### src/rtl/psram_pattern_tester.sv
// PSRAM exerciser: writes a pattern over a range, reads it back, verifies.
// Reports the first failure, an error count and latency-class counters.
module psram_pattern_tester #(
  parameter int ADDR_W        = 22,
  parameter int BYTES         = 4194304,
  parameter int LATENCY       = 3,
  parameter int CNT_W         = 24,
  parameter int STOP_ON_ERROR = 1
) (
  input  logic              clk,
  input  logic              reset,
  input  logic              start,
  input  logic [1:0]        mode,
  input  logic              word_mode,
  output logic              mem_read,
  output logic              mem_write,
  output logic              mem_byte_write,
  output logic [ADDR_W-1:0] mem_addr,
  output logic [15:0]       mem_din,
  input  logic [15:0]       mem_dout,
  input  logic              mem_busy,
  output logic [3:0]        state,
  output logic              done,
  output logic              fail,
  output logic              timeout,
  output logic [CNT_W-1:0]  err_count,
  output logic [ADDR_W-1:0] fail_addr,
  output logic [15:0]       fail_expected,
  output logic [15:0]       fail_actual,
  output logic [CNT_W-1:0]  write_1x,
  output logic [CNT_W-1:0]  write_2x,
  output logic [CNT_W-1:0]  read_1x,
  output logic [CNT_W-1:0]  read_2x
);

  localparam logic [3:0] S_IDLE  = 4'd0;
  localparam logic [3:0] S_INIT  = 4'd1;
  localparam logic [3:0] S_WRITE = 4'd2;
  localparam logic [3:0] S_READ  = 4'd3;
  localparam logic [3:0] S_DONE  = 4'd4;
  localparam logic [3:0] S_FAIL  = 4'd5;

  localparam int CYC_W = 17;
  localparam logic [CYC_W-1:0] INIT_TO = CYC_W'(65535);
  localparam logic [CYC_W-1:0] WR_TO   = CYC_W'(5 + 2 * LATENCY);
  localparam logic [CYC_W-1:0] RD_TO   = CYC_W'(10 + 2 * LATENCY);
  localparam logic [CYC_W-1:0] WR_1X   = CYC_W'(4 + LATENCY);
  localparam logic [CYC_W-1:0] RD_1X   = CYC_W'(10 + LATENCY);
  localparam logic [ADDR_W-1:0] LAST_B = ADDR_W'(BYTES - 1);
  localparam logic [ADDR_W-1:0] LAST_W = ADDR_W'(BYTES - 2);

  logic [3:0]        st;
  logic [1:0]        md;
  logic              wm;
  logic              act;
  logic [CYC_W-1:0]  cyc;
  logic [ADDR_W-1:0] addr;
  logic [ADDR_W-1:0] addr_nxt;
  logic              is_last;

  logic              is_wr;
  logic              is_rd;
  logic              req;
  logic              cmpl;
  logic              mis;
  logic              to_hit;
  logic [7:0]        p_lo;
  logic [7:0]        p_hi;
  logic [15:0]       exp16;
  logic [15:0]       act16;

  function automatic logic [7:0] pat(
    input logic [1:0]        m,
    input logic [ADDR_W-1:0] a
  );
    logic [21:0] x;
    logic [7:0]  h;
    x = 22'(a);
    h = x[7:0] ^ x[15:8] ^ {2'b00, x[21:16]} ^ 8'hC3;
    case (m)
      2'd0:    return h;
      2'd1:    return x[7:0];
      2'd2:    return 8'h01 << x[2:0];
      default: return ~h;
    endcase
  endfunction

  function automatic logic [CNT_W-1:0] sat_inc(
    input logic [CNT_W-1:0] v
  );
    return (&v) ? v : v + 1'b1;
  endfunction

  always_comb begin
    is_wr  = (st == S_WRITE);
    is_rd  = (st == S_READ);
    req    = act && (cyc == '0);
    p_lo   = pat(md, addr);
    p_hi   = pat(md, {addr[ADDR_W-1:1], 1'b1});
    exp16  = wm ? {p_hi, p_lo} : {8'h00, p_lo};
    act16  = wm ? mem_dout
                : {8'h00, addr[0] ? mem_dout[15:8] : mem_dout[7:0]};
    cmpl   = act && (cyc != '0) && !mem_busy;
    mis    = is_rd && cmpl && (act16 != exp16);
    to_hit = act && !cmpl && (cyc == (is_wr ? WR_TO : RD_TO));
  end

  assign mem_write      = is_wr && req;
  assign mem_read       = is_rd && req;
  assign mem_byte_write = mem_write && !wm;
  assign mem_addr       = addr;
  // {p,p} in byte mode lets the controller pick either lane by addr[0]
  assign mem_din        = mem_write
                        ? (wm ? {p_hi, p_lo} : {p_lo, p_lo})
                        : 16'h0000;
  assign state          = st;
  assign done           = (st == S_DONE);
  assign fail           = (st == S_FAIL);

  always_ff @(posedge clk) begin
    if (reset) begin
      st            <= S_IDLE;
      md            <= '0;
      wm            <= 1'b0;
      act           <= 1'b0;
      cyc           <= '0;
      addr          <= '0;
      addr_nxt      <= '0;
      is_last       <= 1'b0;
      timeout       <= 1'b0;
      err_count     <= '0;
      fail_addr     <= '0;
      fail_expected <= '0;
      fail_actual   <= '0;
      write_1x      <= '0;
      write_2x      <= '0;
      read_1x       <= '0;
      read_2x       <= '0;
    end else begin
      // next address and end test registered off the critical path
      addr_nxt <= addr + {{(ADDR_W-2){1'b0}}, wm, ~wm};
      is_last  <= (addr == (wm ? LAST_W : LAST_B));
      case (st)
        S_IDLE, S_DONE, S_FAIL: begin
          if (start) begin
            md            <= mode;
            wm            <= word_mode;
            addr          <= '0;
            cyc           <= '0;
            act           <= 1'b0;
            timeout       <= 1'b0;
            err_count     <= '0;
            fail_addr     <= '0;
            fail_expected <= '0;
            fail_actual   <= '0;
            write_1x      <= '0;
            write_2x      <= '0;
            read_1x       <= '0;
            read_2x       <= '0;
            st            <= S_INIT;
          end
        end
        S_INIT: begin
          if (!mem_busy) begin
            cyc <= '0;
            act <= 1'b0;
            st  <= S_WRITE;
          end else if (cyc == INIT_TO) begin
            timeout   <= 1'b1;
            fail_addr <= addr;
            st        <= S_FAIL;
          end else begin
            cyc <= cyc + 1'b1;
          end
        end
        S_WRITE, S_READ: begin
          if (!act) begin
            act <= 1'b1;
            cyc <= '0;
          end else if (cmpl) begin
            act  <= 1'b0;
            cyc  <= '0;
            addr <= addr_nxt;
            if (is_wr) begin
              if (cyc > WR_1X) write_2x <= sat_inc(write_2x);
              else             write_1x <= sat_inc(write_1x);
            end else begin
              if (cyc > RD_1X) read_2x <= sat_inc(read_2x);
              else             read_1x <= sat_inc(read_1x);
            end
            if (mis) begin
              err_count <= sat_inc(err_count);
              if (err_count == '0) begin
                fail_addr     <= addr;
                fail_expected <= exp16;
                fail_actual   <= act16;
              end
            end
            if (mis && (STOP_ON_ERROR != 0)) begin
              st <= S_FAIL;
            end else if (is_last) begin
              if (is_wr) begin
                addr <= '0;
                st   <= S_READ;
              end else begin
                st <= (mis || (err_count != '0)) ? S_FAIL : S_DONE;
              end
            end
          end else if (to_hit) begin
            act       <= 1'b0;
            timeout   <= 1'b1;
            fail_addr <= addr;
            st        <= S_FAIL;
          end else begin
            cyc <= cyc + 1'b1;
          end
        end
        default: st <= S_IDLE;
      endcase
    end
  end

endmodule
### config.mk
export PLATFORM = sky130hd
export DESIGN_NAME = psram_pattern_tester
export DESIGN_NICKNAME = d
export VERILOG_FILES = /design/src/rtl/psram_pattern_tester.sv
export SDC_FILE = /design/constraint.sdc
export NUM_CORES = 1
export LEC_CHECK = 0
export CAP_MARGIN = 20
export CORE_MARGIN = 8
export CORE_UTILIZATION = 48
export CTS_CLUSTER_DIAMETER = 150
export DETAILED_ROUTE_END_ITERATION = 10
export GPL_TIMING_DRIVEN = 0
export PLACE_DENSITY = 0.78
export SLEW_MARGIN = 20
export SYNTH_ARGS = -nofsm -noshare
export SYNTH_HDL_FRONTEND = slang
export SYNTH_SLANG_ARGS = --single-unit
### constraint.sdc
create_clock -name clk -period 3.6 [get_ports clk]
set_clock_uncertainty 0.15 [all_clocks]
set_input_delay 1.08 -clock clk [delete_from_list [all_inputs] [get_ports clk]]
set_output_delay 1.08 -clock clk [all_outputs]
set_load 0.02 [all_outputs]
# [Word level (Yosys, flattened, before mapping)]
# Cells that the tools add are included.
[totals] input_bits=23 reg_bits=245 elab_cells=213 output_inout_bits=222
[op_classes] bitwise=9 addsub=7 n_reduce_logical=42 n_eq_ne=39 n_lt_le_gt_ge=2 muxes=95 n_shift=2
[op_table] op="2-to-1 mux 24 bit" count=25
[op_table] op="2-to-1 mux 22 bit" count=13
[op_table] op="case mux 24 bit (2 select lines)" count=5
[op_table] op="2-to-1 mux 16 bit" count=13
[op_table] op="adder 24 x 1 -> 24 bit, second input constant" count=5
[op_table] op="AND reduction 24 bit" count=5
[op_table] op="2-to-1 mux 17 bit" count=6
[op_table] op="case mux 22 bit (3 select lines)" count=1
[op_table] op="case mux 16 bit (2 select lines)" count=2
[op_table] op="case mux 17 bit (3 select lines)" count=1
[op_table] op="case mux 8 bit (3 select lines)" count=2
[op_table] op="case mux 22 bit (2 select lines)" count=1
[op_table] op="inequality test 2 bit, second input constant" count=21
[op_table] op="AND reduction 7 bit" count=5
[op_table] op="2-to-1 mux 4 bit" count=8
[op_table] op="logical NOT 24 bit" count=1
[op_table] op="nonzero test 24 bit" count=1
[op_table] op="adder 22 x 2 -> 22 bit" count=1
[op_table] op="== test 22 bit" count=1
[op_table] op="adder 17 x 1 -> 17 bit, second input constant" count=1
[op_table] op="== test 17 x 16 -> 1 bit, second input constant" count=1
[op_table] op="== test 17 x 5 -> 1 bit" count=1
[op_table] op="> comparator 17 x 3 -> 1 bit, second input constant" count=1
[op_table] op="> comparator 17 x 4 -> 1 bit, second input constant" count=1
[op_table] op="other kinds (37)" count=74

# [Logic depth before layout (Yosys ltp)]
[depth] depth_word=16 depth_mapped=15 ltp_nobuf=14

# [Least setup slack after synthesis]
# No wires, ideal clock.
[synth_timing] path_type="flip-flop to flip-flop" from="register addr[10] (netlist: mem_addr[10])" to="register fail_addr[0]" slack_ns=0.029 arrival_ns=3.349 t_required_ns=3.378 stages_incl_launch_ff=12 cell_sequence="dfxtp_1 buf_2 xnor2_1 mux4_2 xnor2_1 nand4_1 or4b_1 o311a_1 buf_4 o21ai_4 buf_6 mux2i_1"
[synth_via] elab_chain_len=9 elab_cells_between_ends=13 classes_between="2 x eq/ne; 3 x mux; 6 x bitwise; 2 x reduce/logical"
[synth_rtl] item="start, declared" line_no="57" text="logic [ADDR_W-1:0] addr;"
[synth_rtl] item="start signal, assigned" line_no="183" text="addr <= addr_nxt;"
[synth_rtl] item="XOR 8 bit" line_no="79" text="h = x[7:0] ^ x[15:8] ^ {2'b00, x[21:16]} ^ 8'hC3;"
[synth_rtl] item="XOR 8 x 6 -> 8 bit" line_no="79"
[synth_rtl] item="NOT 8 bit" line_no="84" text="default: return ~h;"
[synth_rtl] item="case mux 8 bit (3 select lines)" line_no="80" text="case (m)"
[synth_rtl] item="2-to-1 mux 16 bit (*)" line_no="100" text="exp16 = wm ? {p_hi, p_lo} : {8'h00, p_lo};"
[synth_rtl] item="inequality test 16 bit (*)" line_no="104" text="mis = is_rd && cmpl && (act16 != exp16);"
[synth_rtl] item="logical AND 1 bit (*)" line_no="104"
[synth_rtl] item="inequality test 3 bit (no line) (*)"
[synth_rtl] item="AND reduction 8 bit (no line) (*)"
[synth_rtl] item="end signal, assigned" line_no="170" text="fail_addr <= addr;"
[synth_rtl] item="end signal, assigned" line_no="194" text="fail_addr <= addr;"
[synth_rtl] item="end signal, assigned" line_no="212" text="fail_addr <= addr;"
[synth_rtl] item="end, declared" line_no="27" text="output logic [ADDR_W-1:0] fail_addr,"
# Mark *: on every way between the ends. The rest lies on a longest branch, timed or not.
# A chain may end at the register's enable or synchronous reset.

# [Worst setup path in the final report]
[layout_timing] from="register cyc[12]" to="output port mem_din[11]"
[layout_via] elab_chain_len=4
[layout_rtl] item="start, declared" line_no="56" text="logic [CYC_W-1:0] cyc;"
[layout_rtl] item="start signal, assigned" line_no="173" text="cyc <= cyc + 1'b1;"
[layout_rtl] item="start signal, assigned" line_no="215" text="cyc <= cyc + 1'b1;"
[layout_rtl] item="logical NOT 17 bit" line_no="97" text="req = act && (cyc == '0);"
[layout_rtl] item="logical AND 1 bit" line_no="97"
[layout_rtl] item="logical AND 1 bit" line_no="108" text="assign mem_write = is_wr && req;"
[layout_rtl] item="2-to-1 mux 16 bit" line_no="114" text="? (wm ? {p_hi, p_lo} : {p_lo, p_lo})"
[layout_rtl] item="end, declared" line_no="19" text="output logic [15:0] mem_din,"
# No other way between the ends.

==> impl_metrics.toml <==
[yosys]
synth_top_cells_by_area = "dfxtp_1 (39%), nor2_1 (6.6%), mux2i_1 (5.9%)"
yosysTopAreaCell = "dfxtp_1"
async_flop_share_pct = 0
avgSynthCellArea_um2 = 8.09
synth_edf_count = 0
synth.distinct_cells = 81
yosysSeqAreaShare_pct = 38.6
syn-instance-count = 1563
yosys-top-cells-count = "dfxtp_1 (244), nor2_1 (222), nand2_1 (167), mux2i_1 (74), nand3_1 (74)"
mappedNetlistArea_um2 = 12600
synth.yosys.warnings = 0
synth.most_common_cell = "dfxtp_1"
ys_seq_elements = 244
yosysTopAreaCellShare_pct = 38.6
syn-num-nets = 1599
synth-main-ff-cell = "dfxtp_1"

[power]
p_leak_nw = 6.10
swShare_pct = 33.8
pwr-share-comb_pct = 29.3
pwr-share-seq_pct = 34.2
p_int_mw = 5.49
clockPowerShare_pct = 36.4
p_sw_mw = 2.81
peakVddDrop_mv = 0.466
cellPowerDensity_nw_per_um2 = 474

[die]
start_util_pct = 48.7
dieArea_um2 = 31800
io_pins = 245
die-height_um = 178
fp.coreArea_um2 = 26000
num_rows = 59
die_x_um = 178

[worst_setup_path]
end_kind = "primary output"
r2r.worst_path.cells = 13
rr_endpoint = "fail_addr[11]"
startpoint_type = "register"
crit_type = "register to primary output"
r2r-start = "mem_addr[12]"
ff2ff_setup_slack_ps = -130
crit_fanout = 4
required_ps = 2370
cp.arrival_ps = 2730

[placement]
gp_congestion = 0.944
portBuffers = 240
place_area_um2 = 15500
dpl.hpwl_mm = 30.4

[sta]
finalMaxSlewViolations = 0
period_share_pct = 110
fmax_mhz = 253
timing.slew.headroom_pct = 38.7
setup_viol = 37
setup_ws_ps = -360
fin_crit_ps = 3960
rsz0062_at_grt = "true"
tightest_slew_ps = 920
hold_violations = 0

[hold_path]
hold_path.class = "register to register"
hold_start = "fail_addr[17]"
hold_path_depth = 2
min_to = "fail_addr[17]"

[clocking]
cts_root_buf = "clkbuf_16"
cts_tree = "done"
htreeDepth = 1
clock_path_buffers = 3
cts_buffers = 27
clkLatencyLatePin_ps = 550
path_clk_slew_ps = 60
cts.sinks = 244

[outcome]
violations = "setup timing"
status = "complete, but fails checks"

[route]
wl_mm = 42.5
dr.pass1.iters = 5
drc = 0
via_per_inst = 5.80
avgRoutedWirePerCell_um = 19.1
ant_nets = 0
vias = 12916
drt_iter0_drc = 1188

[layout]
area_delta_synth_final_pct = 38.3
final_cell_area_um2 = 17500
drive_above_1_share_pct = 13.7
fillers = 2105
nets = 1905
multi_input_area_um2 = 7730
final_core_util_pct = 67.3
regArea_um2 = 4920

[global_route]
track_usage_pct = 25.0
grt_pass1_vias = 12203
antenna_found_initial = 1
use_met3_pct = 4.36
use_met2_pct = 41.9
overflow = 0
grt_pass1_wl_mm = 65.1
use_met1_pct = 32.0
grt_max_degree = 14
busiest_layer = "met2"

[flow_run]
maxCapViolations = 0
-- worst max-delay path, cell delays in order (launching register included) --
cell	delay, ps
dfxtp_4	350
nor4_4	320
nand4_1	200
or3_4	440
buf_4	160
or3_4	400
a21oi_4	180
buf_6	140
-- placed cells by master (no fill, tap or decap), types with 7 or more instances in the layout --
| cell type | count |
|---|---|
| clkbuf_1 | 52 |
| nor2_1 | 207 |
| and3_1 | 28 |
| o21ai_1 | 10 |
| dfxtp_2 | 10 |
| mux2i_2 | 7 |
| clkbuf_16 | 28 |
| buf_4 | 49 |
| nand2_1 | 167 |
| buf_6 | 22 |
| and4_1 | 11 |
| a21oi_1 | 63 |
| nor2_4 | 11 |
| xor2_1 | 58 |
| nor4_1 | 11 |
| nand2b_1 | 56 |
| dfxtp_1 | 228 |
| buf_2 | 9 |
| inv_1 | 34 |
| nand3_1 | 74 |
| and2_1 | 8 |
| or3_1 | 41 |
| mux2i_1 | 67 |
| ha_1 | 12 |
| a22oi_1 | 22 |
| o21ai_0 | 43 |
| xnor2_1 | 52 |
| nor2b_1 | 11 |
| clkdlybuf4s50_1 | 219 |
| nand4_1 | 33 |
| nor3_1 | 34 |
| clkbuf_2 | 11 |
| o211ai_1 | 7 |
-- power by group through the flow --
stage | clock network (mW) | logic [mW] | registers, mW
CTS | 3.03 | 2.30 | 2.83
global route | 3.14 | 2.59 | 2.85
global placement | 0 | 2.02 | 2.88
finish | 3.02 | 2.43 | 2.84
floorplan | 0 | 1.35 | 2.92
detailed placement | 0 | 2.04 | 2.89
-- worst max-delay path by stage --
stage,from,endpoint,depth (start not counted)
final,cyc[12],mem_din[11],7
after global routing,cyc[14],mem_din[2],7
after CTS,cyc[12],mem_din[6],7
after detailed placement,cyc[8],mem_din[6],8
after global placement,cyc[8],mem_din[9],8
after floorplan,mem_addr[10],fail_addr[0],11
-- sequential cells by signal, summed over array words and instances (netlist names) --
name           flops
read_2x           24
is_last            1
wm                 1
write_1x          24
fail_addr         22
state              3
cyc               17
timeout            1
err_count         24
read_1x           24
fail_expected     16
addr_nxt          22
mem_addr          22
fail_actual       16
act                1
md                 2
write_2x          24
-- metal layers --
metal  vias to the layer above  wire [um]
met2                       576      19900
met1                      6191      17800
met4                         0       1220
li1                       6049          -
met5                         -          0
met3                       100       3570
-- cell type report --
cell class / instances / share of cell area [%]
diodes: 1 / 0.0143
plain buffers: 93 / 2.95
clock buffers: 35 / 4.32
clock inverters: 15 / 1.22
inverters: 37 / 0.823
multi-input cells: 1181 / 44.2
flip-flops and latches: 244 / 28.1
well taps: 335 / 2.40
repair buffers: 285 / 15.9
-- metrics by stage --
step,worst slack [ps],hold slack (ps),TNS [ps],power [mW],std cells
5_1_grt,-432,350,-9860,8.57,2226
3_5_place_dp,-770,314,-79960,4.92,2138
6_report,-360,323,-6740,8.29,2226
4_1_cts,-316,328,-4280,8.17,2206
3_3_place_gp,-776,303,-74120,4.90,2138
2_1_floorplan,29.5,295,0,4.27,1563
-- timing repair --
action,4_1_cts,5_1_grt
setup endpoints to repair,128,146
gates resized for setup,206,110
hold buffers,0,0
pin swaps,20,32
cloned,2,2
buffers inserted,23,20
-- cell families after synthesis --
kind of cell | share of synthesized area [%]
buf+inv | 4.59
simple gates | 28.1
xor+xnor | 8.42
flops | 38.6
mux | 6.84
compound gates | 12.0
other cells | 0.0297
fa+ha+maj | 1.35
Power figures use the tool's default switching activity.
